### src/rtl/temporal_buffer_pkg.sv
// ---------------------------------------------------------------------------
// temporal_buffer_pkg
// Shared sizing constants for the Temporal_Buffer sequencing slice.
//   NSAT        clause width; slots 0..NSAT-2 store groups, NSAT-1 is bypass
//   LAW         literal address width
//   SIZE        literals per stored group
//   DATA_WIDTH  bits per literal group (SIZE*LAW)
//   NSAT_BITS   width of buffer indices and occupancy
//   DEPTH       number of storage slots
//   BYPASS_IDX  buffer index that reads the write data combinationally
// ptr_inc() advances a slot pointer with wrap at the storage depth.
// ---------------------------------------------------------------------------
package temporal_buffer_pkg;

    localparam int NSAT       = 3;
    localparam int LAW        = 12;
    localparam int SIZE       = NSAT - 1;
    localparam int DATA_WIDTH = SIZE * LAW;
    localparam int NSAT_BITS  = $clog2(NSAT);
    localparam int DEPTH      = NSAT - 1;
    localparam int BYPASS_IDX = NSAT - 1;

    // Next slot after ptr, wrapping from depth-1 back to 0; with a single
    // slot the pointer never leaves 0.
    function automatic int ptr_inc(input int ptr, input int depth);
        if (ptr + 1 >= depth) begin
            return 0;
        end
        return ptr + 1;
    endfunction

endpackage

### src/rtl/temporal_buffer_queue.sv
// ---------------------------------------------------------------------------
// Temporal_Buffer
// Literal-group storage array with a combinational read port.
//   clock, reset        clock and asynchronous active-high reset
//   wr_index/wr_en      slot written at the clock edge with wr_literals
//   rd_index            read index; NSAT-1 returns wr_literals (bypass)
//   rd_literals         combinational read data
//
// temporal_buffer_queue
// In-order queue built from temporal_buffer_ctrl plus Temporal_Buffer.
//   clk_i, rst_i        clock, synchronous active-low reset
//   flush_i             synchronous queue clear
//   in_valid_i/in_ready_o/in_literals_i      producer handshake and data
//   out_valid_o/out_ready_i/out_literals_o   consumer handshake and data
//   occupancy_o         number of stored groups
// ---------------------------------------------------------------------------
module Temporal_Buffer #(
    parameter int NSAT       = 3,
    parameter int DATA_WIDTH = 24
) (
    input  logic                     clock,
    input  logic                     reset,
    input  logic [$clog2(NSAT)-1:0]  wr_index,
    input  logic                     wr_en,
    input  logic [DATA_WIDTH-1:0]    wr_literals,
    input  logic [$clog2(NSAT)-1:0]  rd_index,
    output logic [DATA_WIDTH-1:0]    rd_literals
);

    localparam int IW    = $clog2(NSAT);
    localparam int SLOTS = NSAT - 1;

    logic [DATA_WIDTH-1:0] r_mem [SLOTS];

    // Storage slots; only the addressed slot is updated on a write.
    always_ff @(posedge clock or posedge reset) begin
        if (reset) begin
            for (int k = 0; k < SLOTS; k++) begin
                r_mem[k] <= '0;
            end
        end else if (wr_en) begin
            for (int k = 0; k < SLOTS; k++) begin
                if (wr_index == IW'(k)) begin
                    r_mem[k] <= wr_literals;
                end
            end
        end
    end

    // Read port: the top index passes the write data straight through so an
    // empty queue can forward a group in the cycle it arrives.
    always_comb begin
        rd_literals = '0;
        if (rd_index == IW'(NSAT - 1)) begin
            rd_literals = wr_literals;
        end else begin
            for (int k = 0; k < SLOTS; k++) begin
                if (rd_index == IW'(k)) begin
                    rd_literals = r_mem[k];
                end
            end
        end
    end

endmodule

module temporal_buffer_queue import temporal_buffer_pkg::*; #(
    parameter int NSAT = temporal_buffer_pkg::NSAT,
    parameter int LAW  = temporal_buffer_pkg::LAW,
    parameter int SIZE = NSAT - 1
) (
    input  logic                      clk_i,
    input  logic                      rst_i,
    input  logic                      flush_i,
    input  logic                      in_valid_i,
    output logic                      in_ready_o,
    input  logic [SIZE*LAW-1:0]       in_literals_i,
    output logic                      out_valid_o,
    input  logic                      out_ready_i,
    output logic [SIZE*LAW-1:0]       out_literals_o,
    output logic [$clog2(NSAT)-1:0]   occupancy_o
);

    localparam int DW = SIZE * LAW;
    localparam int IW = $clog2(NSAT);

    logic [IW-1:0] w_wrIndex;
    logic          w_wrEn;
    logic [DW-1:0] w_wrLiterals;
    logic [IW-1:0] w_rdIndex;
    logic [DW-1:0] w_rdLiterals;
    logic          w_bufReset;

    // The storage array expects an active-high reset.
    assign w_bufReset = ~rst_i;

    temporal_buffer_ctrl #(
        .NSAT (NSAT),
        .LAW  (LAW),
        .SIZE (SIZE)
    ) u_ctrl (
        .clk_i             (clk_i),
        .rst_i             (rst_i),
        .flush_i           (flush_i),
        .in_valid_i        (in_valid_i),
        .in_ready_o        (in_ready_o),
        .in_literals_i     (in_literals_i),
        .out_valid_o       (out_valid_o),
        .out_ready_i       (out_ready_i),
        .out_literals_o    (out_literals_o),
        .buf_wr_index_o    (w_wrIndex),
        .buf_wr_en_o       (w_wrEn),
        .buf_wr_literals_o (w_wrLiterals),
        .buf_rd_index_o    (w_rdIndex),
        .buf_literals_i    (w_rdLiterals),
        .occupancy_o       (occupancy_o)
    );

    Temporal_Buffer #(
        .NSAT       (NSAT),
        .DATA_WIDTH (DW)
    ) u_buffer (
        .clock       (clk_i),
        .reset       (w_bufReset),
        .wr_index    (w_wrIndex),
        .wr_en       (w_wrEn),
        .wr_literals (w_wrLiterals),
        .rd_index    (w_rdIndex),
        .rd_literals (w_rdLiterals)
    );

endmodule

### src/rtl/temporal_buffer_ctrl.sv
// ---------------------------------------------------------------------------
// temporal_buffer_ctrl
// Sequences the Temporal_Buffer array as an in-order queue between the
// clause-fetch producer and the break-value consumer, with zero-latency
// cut-through through the bypass index when nothing is stored.
//   clk_i, rst_i        clock, synchronous active-low reset
//   flush_i             synchronous queue clear (active-high)
//   in_valid_i/in_ready_o/in_literals_i      producer handshake and data
//   out_valid_o/out_ready_i/out_literals_o   consumer handshake and data
//   buf_wr_index_o/buf_wr_en_o/buf_wr_literals_o  buffer write port
//   buf_rd_index_o/buf_literals_i                 buffer read port
//   occupancy_o         registered count of stored groups
// ---------------------------------------------------------------------------
module temporal_buffer_ctrl import temporal_buffer_pkg::*; #(
    parameter int NSAT = temporal_buffer_pkg::NSAT,
    parameter int LAW  = temporal_buffer_pkg::LAW,
    parameter int SIZE = NSAT - 1
) (
    input  logic                      clk_i,
    input  logic                      rst_i,
    input  logic                      flush_i,
    input  logic                      in_valid_i,
    output logic                      in_ready_o,
    input  logic [SIZE*LAW-1:0]       in_literals_i,
    output logic                      out_valid_o,
    input  logic                      out_ready_i,
    output logic [SIZE*LAW-1:0]       out_literals_o,
    output logic [$clog2(NSAT)-1:0]   buf_wr_index_o,
    output logic                      buf_wr_en_o,
    output logic [SIZE*LAW-1:0]       buf_wr_literals_o,
    output logic [$clog2(NSAT)-1:0]   buf_rd_index_o,
    input  logic [SIZE*LAW-1:0]       buf_literals_i,
    output logic [$clog2(NSAT)-1:0]   occupancy_o
);

    localparam int IW        = $clog2(NSAT);
    localparam int SLOTS     = NSAT - 1;
    localparam int PTR_W     = (SLOTS > 1) ? $clog2(SLOTS) : 1;
    localparam logic [IW-1:0] FULL_CNT = IW'(SLOTS);
    localparam logic [IW-1:0] BYP_IDX  = IW'(NSAT - 1);

    logic [PTR_W-1:0] r_wrPtr;
    logic [PTR_W-1:0] r_rdPtr;
    logic [IW-1:0]    r_count;

    logic w_active;
    logic w_notEmpty;
    logic w_bypass;
    logic w_push;
    logic w_pop;

    // Handshake and buffer control. Reset and flush both silence the
    // handshakes so nothing is accepted or consumed in those cycles. A group
    // arriving at an empty queue that the consumer takes at once never
    // touches storage.
    always_comb begin
        w_active   = rst_i & ~flush_i;
        w_notEmpty = (r_count != '0);
        w_bypass   = ~w_notEmpty & in_valid_i;

        in_ready_o  = w_active & (r_count < FULL_CNT);
        out_valid_o = w_active & (w_notEmpty | in_valid_i);

        w_push = in_valid_i & in_ready_o & ~(w_bypass & out_ready_i);
        w_pop  = w_active & w_notEmpty & out_ready_i;

        buf_wr_en_o       = w_push;
        buf_wr_literals_o = in_literals_i;
        buf_wr_index_o    = rst_i ? IW'(r_wrPtr) : '0;
        buf_rd_index_o    = (rst_i && w_notEmpty) ? IW'(r_rdPtr) : BYP_IDX;

        out_literals_o = buf_literals_i;
        occupancy_o    = rst_i ? r_count : '0;
    end

    // Queue state. A simultaneous push and pop moves both pointers and
    // leaves the count alone, which keeps the write slot clear of the head.
    always_ff @(posedge clk_i) begin
        if (!rst_i || flush_i) begin
            r_wrPtr <= '0;
            r_rdPtr <= '0;
            r_count <= '0;
        end else begin
            if (w_push) begin
                r_wrPtr <= PTR_W'(ptr_inc(int'(r_wrPtr), SLOTS));
            end
            if (w_pop) begin
                r_rdPtr <= PTR_W'(ptr_inc(int'(r_rdPtr), SLOTS));
            end
            if (w_push && !w_pop) begin
                r_count <= r_count + 1'b1;
            end else if (!w_push && w_pop) begin
                r_count <= r_count - 1'b1;
            end
        end
    end

endmodule

### config.mk
export PLATFORM = sky130hd
export DESIGN_NAME = temporal_buffer_queue
export DESIGN_NICKNAME = d
export VERILOG_FILES = /design/src/rtl/temporal_buffer_pkg.sv /design/src/rtl/temporal_buffer_queue.sv /design/src/rtl/temporal_buffer_ctrl.sv
export SDC_FILE = /design/constraint.sdc
export NUM_CORES = 1
export LEC_CHECK = 0
export CELL_PAD_IN_SITES_DETAIL_PLACEMENT = 1
export CELL_PAD_IN_SITES_GLOBAL_PLACEMENT = 2
export CORE_MARGIN = 2
export CORE_UTILIZATION = 33
export DETAILED_ROUTE_END_ITERATION = 16
export PLACE_DENSITY = 0.78
export SYNTH_ARGS = -nofsm -noshare
export SYNTH_HDL_FRONTEND = slang
export SYNTH_SLANG_ARGS = --single-unit
### constraint.sdc
create_clock -name clk_i -period 2.46 [get_ports clk_i]
set_clock_uncertainty 0.2 [all_clocks]
set_input_delay 0.492 -clock clk_i [delete_from_list [all_inputs] [get_ports clk_i]]
set_output_delay 0.492 -clock clk_i [all_outputs]
set_load 0.01 [all_outputs]
* Word level (Yosys, flattened, before mapping)
Cells that the tools add are included.
** Word-level totals
- Register bits after elaboration :: 52
- Input port bits :: 29
- Output and inout bits :: 28
- Word-level logic and storage cells :: 57
** Cells by class
- $add $sub $neg :: 4
- Order comparisons :: 3
- Equal/unequal tests :: 3
- Multiplexer cells :: 16
- Bitwise operators :: 13
- Reductions and logical operators :: 13
** Operators with widths (number)
- 24-bit 2-to-1 mux :: 3
- 1-bit AND :: 9
- 1-bit 2-to-1 mux :: 9
- 2-bit 2-to-1 mux :: 4
- 1-bit by 1-bit adder with 2-bit output (second input constant) :: 2
- 2-bit greater-or-equal comparator (second input constant) :: 2
- 2-bit zero test :: 2
- 2-bit AND reduction :: 2
- 2-bit nonzero test :: 2
- 1-bit logical AND :: 3
- 1-bit zero test :: 3
- 1-bit inverter :: 3
- 2-bit by 1-bit adder with 2-bit output (second input constant) :: 1
- 2-bit by 1-bit == test with 1-bit output (second input constant) :: 1
- 2-bit == test (second input constant) :: 1
- 2-bit < comparator (second input constant) :: 1
- 2-bit by 1-bit subtractor with 2-bit output (second input constant) :: 1
- 1-bit == test (second input constant) :: 1
- 1-bit logical OR :: 1
- 1-bit OR :: 1

* Logic depth before layout (Yosys ltp)
- Depth in word-level cells :: 10
- Depth in mapped cells :: 7

* Hierarchy
From an unflattened synthesis, not the netlist that was laid out.
** Second synthesis, totals
- Cell total of the unflattened synthesis :: 243
- Area, all modules :: 2939.1 um^2
** Modules (own cells, without submodules)
- Temporal_Buffer :: instances 1, cells an instance 161, area each 2316.0 um^2, seq. area each 1201.2 um^2
- temporal_buffer_ctrl :: instances 1, cells an instance 81, area each 619.3 um^2, seq. area each 80.1 um^2
- temporal_buffer_queue :: instances 1, cells an instance 1, area each 3.8 um^2, seq. area each 0.0 um^2

* Least setup slack after synthesis
Ideal clock, no wire load.
- Path type :: input to register
- Start point :: in flush_i
- End point :: reg u_buffer.r_mem[31] in the netlist's numbering
- Library setup time :: 125 ps
- Arrival :: 1796 ps
- Required time :: 2135 ps
- Slack :: 339 ps
- Cell stages on the path :: 6
- Path buffers :: 3
- Cells stage by stage :: nand2b_1 -> buf_6 -> or4b_4 -> buf_6 -> buf_12 -> mux2_4
** Between the ends
- Word-level cells in the longest chain between the ends :: 6
** RTL lines
- from (decl) :: line temporal_buffer_queue.sv:74 : input logic flush_i,
- 1-bit inverter :: line temporal_buffer_ctrl.sv:57 : w_active = rst_i & ~flush_i;
- 1-bit AND :: line temporal_buffer_ctrl.sv:57
- 1-bit AND :: line temporal_buffer_ctrl.sv:61 : in_ready_o = w_active & (r_count < FULL_CNT);
- 1-bit AND (2 in a row) :: line temporal_buffer_ctrl.sv:64 : w_push = in_valid_i & in_ready_o & ~(w_bypass & out_ready_i);
- 2-bit AND reduction (no source line)
- to (signal, indexed assignment) :: line temporal_buffer_queue.sv:44 : r_mem[k] <= wr_literals;
- to (decl) :: line temporal_buffer_queue.sv:33 : logic [DATA_WIDTH-1:0] r_mem [SLOTS];
No other way between the ends.
A chain may end at the register's enable or synchronous reset.

* Final worst setup path
- Start point :: reg u_ctrl.r_count[0]
- End point :: out out_literals_o[12]
** Between the ends
- Word-level cells in the longest chain between the ends :: 7
** RTL lines
- from (decl) :: line temporal_buffer_ctrl.sv:44 : logic [IW-1:0] r_count;
- from (signal assigned) :: line temporal_buffer_ctrl.sv:91 : r_count <= r_count + 1'b1;
- from (signal assigned) :: line temporal_buffer_ctrl.sv:93 : r_count <= r_count - 1'b1;
- 2-bit nonzero test (*) :: line temporal_buffer_ctrl.sv:58 : w_notEmpty = (r_count != '0);
- 1-bit logical AND (*) :: line temporal_buffer_ctrl.sv:70 : buf_rd_index_o = (rst_i && w_notEmpty) ? IW'(r_rdPtr) : BYP_IDX;
- 2-bit 2-to-1 mux (*) :: line temporal_buffer_ctrl.sv:70
- 2-bit zero test :: line temporal_buffer_queue.sv:58 : if (rd_index == IW'(k)) begin
- 24-bit 2-to-1 mux (2 in a row) :: line temporal_buffer_queue.sv:58
- 24-bit 2-to-1 mux (*) :: line temporal_buffer_queue.sv:54 : if (rd_index == IW'(NSAT - 1)) begin
- to (decl) :: line temporal_buffer_queue.sv:80 : output logic [SIZE*LAW-1:0] out_literals_o,
Every way passes the cells marked *; elsewhere a longest branch is shown, timed or not.

==> metrics.txt <==
status=complete, no violations; Distinct cells, synth=26; PD cells=581 nW/um^2; worst skew pair latency=0.29 ns; Final Worst Setup Slack=0.200 ns; Routed Wire Length=5730 um; Chip Width=93.3 um; area of the multi-input gates=1260 um^2; largest net degree at the start of global routing=31; CP Data Arrival Time=1.57 ns; n_diodes=0; minimum clock period=2.26 ns; DP HPWL=3970 um; Register-to-Register Path Depth=6; clock sink count=52; max_slew headroom=0.739; synth top area cells=dfrtp_1 (46%), mux2_2 (12%), mux2_4 (11%), mux2i_1 (9.1%), o21ai_0 (5.3%); nets=313; CTS Root Cell=clkbuf_8; Die Area=8710 um^2; DR WL/cell=14.8 um; CTS tree=yes; fin util=0.461; Std-Cell Rows=32; TritonRoute pass-1 iters=2; Seq/Total Area, Yosys=0.486; crit end category=output port; Max Slew Vio Count=0; fin crit share=0.919; H-tree depth=2; gpl congestion=0.701; first-pass GRT wire length=9440 um; share of cells above drive strength 1=0.306; # DRC=0; clk buf depth=2; routed vias=1816; Min-Delay Path Class=in -> async; Worst Max-Slew Pin Slew=0.392 ns; Overall Global Routing Usage=0.140; Initial Util=0.341; Worst Path Required=1.77 ns; initial antenna violation count=0; Fin. Hold Viols=0; startpoint type of the worst setup path=register; clock slew at reported path FFs=0.10 ns; #FFs+latches synth=52; Avg Inst Size Synth=12.4 um^2; Vias/cell=4.70; worst slack at placement=-0.0778 ns; Synth-to-Final Area Change=35.3%; core area=7730 um^2; register area=1280 um^2; post-synth top area cell=dfrtp_1; I/O Pins=57; Max Fclk=443 MHz; Setup-failing EPs final=0; Num CTS Buffers=5; post-synth top area share=0.456; synthesized area=2630 um^2; First DRT Iteration DRCs=25; vias in the first global route=1934; yosys warns=0; critical path class=reg -> out; Hold Slack=0.145 ns; worst-path maximum fanout=14; Overall Power=2.07 mW; VDD IR max=0.296 mV; Syn Inst Count=212; Fillers=850; gr ovfl total=0; Synthesized Nets=242; cell leakage power=1.70 nW; IO Port Bufs=56; DIE HEIGHT=93.3 um; DRT antenna net count=0; RSZ-0062 raised after global routing=no; MaxCap Viol Count=0
[critical path, cell delays in order (launching register included)]
cell	delay, ns
dfxtp_1	0.39
o21ai_4	0.09
buf_4	0.14
buf_12	0.13
o21ai_0	0.22
dlygate4sd2_1	0.30
[cell type report]
| class | count | share of cell area |
|---|---|---|
| clock inverter | 1 | 0.00842 |
| tap | 102 | 0.0358 |
| sequential | 52 | 0.360 |
| timing repair buffer | 79 | 0.222 |
| multi-input combinational | 145 | 0.352 |
| clock buffer | 7 | 0.0214 |
[state kept, by name (all words and copies together), names as in the netlist]
name / cells
u_buffer.r_mem: 48
u_ctrl.r_count: 2
u_ctrl.r_wrPtr: 1
u_ctrl.r_rdPtr: 1
[per-stage QoR]
| step | cell area [um^2] | std cells | TNS (ns) |
|---|---|---|---|
| 6_report | 3560 | 386 | 0 |
| 2_1_floorplan | 2630 | 212 | 0 |
| 3_3_place_gp | 3430 | 375 | -1.16 |
| 5_1_grt | 3560 | 386 | 0 |
| 4_1_cts | 3540 | 385 | 0 |
| 3_5_place_dp | 3430 | 375 | -1.21 |
[final timing paths]
check                           slack [ns]                        endpoint                           start
worst max-delay path                  0.20              out_literals_o[12]  u_ctrl.r_count[0]$_SDFFE_PP0P_
max in group asynchronous             1.56  u_buffer.r_mem[11]$_DFFE_PN0P_                           rst_i
worst min register to register        0.31  u_buffer.r_mem[30]$_DFFE_PN0P_  u_buffer.r_mem[30]$_DFFE_PN0P_
min in group clk_i                    0.31  u_buffer.r_mem[30]$_DFFE_PN0P_  u_buffer.r_mem[30]$_DFFE_PN0P_
worst min-delay path                  0.14  u_buffer.r_mem[19]$_DFFE_PN0P_                           rst_i
worst max register to register        0.39  u_ctrl.r_count[1]$_SDFFE_PP0P_  u_ctrl.r_count[0]$_SDFFE_PP0P_
[what timing repair did]
action                                  4_1_cts  5_1_grt
endpoints found under the setup margin       26        7
pin swaps                                     1        1
buffers inserted                              2        1
gates resized for setup                      22        7
hold buffers                                  0        0
[report_power, final]
| part | internal [mW] | switching (mW) |
|---|---|---|
| Sequential | 0.995 | 0.0772 |
| Combinational | 0.279 | 0.151 |
| Clock | 0.305 | 0.266 |
| Total | 1.58 | 0.494 |
[kinds of logic (layout without fill, tap and decap cells)]
logic type      after synthesis  after routing  synth area share
flops                        52             52             0.486
fa+ha+maj                     1              1           0.00475
compound gates               29             29            0.0551
buf+inv                      15             87            0.0442
mux                          72             72             0.324
xor+xnor                      3              3           0.00998
simple gates                 40             40            0.0760
[cell usage after synthesis]
cell type,n
ha_1,1
mux2_2,29
nand2b_1,1
mux2_4,19
buf_12,2
nor3_1,1
nor2b_1,1
or4b_4,1
o21ai_0,28
clkbuf_1,6
nor2_1,4
mux2i_1,24
nor2b_2,1
and2_2,2
nor3b_1,1
or2_2,1
or3_1,1
nand3b_1,1
nor3b_2,1
nand2_1,24
buf_2,4
a21oi_1,1
buf_6,3
dfrtp_1,48
dfxtp_1,4
xor2_1,3
[placed cells by master (no fill, tap or decap), drive strengths merged, types with 3 or more instances in the layout]
cell type      synthesis  routed
buf                    9      24
clkbuf                 6       7
clkdlybuf4s50          0      29
dfrtp                 48      48
dfxtp                  4       4
dlygate4sd2            0      19
dlymetal6s2s           0       7
mux2                  48      48
mux2i                 24      24
nand2                 24      24
nor2                   4       4
o21ai                 28      28
xor2                   3       3
[per-layer routing]
| metal | vias to the layer above | GRT usage | part of all wire |
|---|---|---|---|
| met2 | 33 | 0.246 | 0.50 |
| li1 | 880 | - | - |
| met1 | 898 | 0.173 | 0.45 |
| met5 | - | 0 | 0 |
| met3 | 5 | 0.0226 | 0.032 |
| met4 | 0 | 0.0478 | 0.012 |
Power figures use the tool's default switching activity.
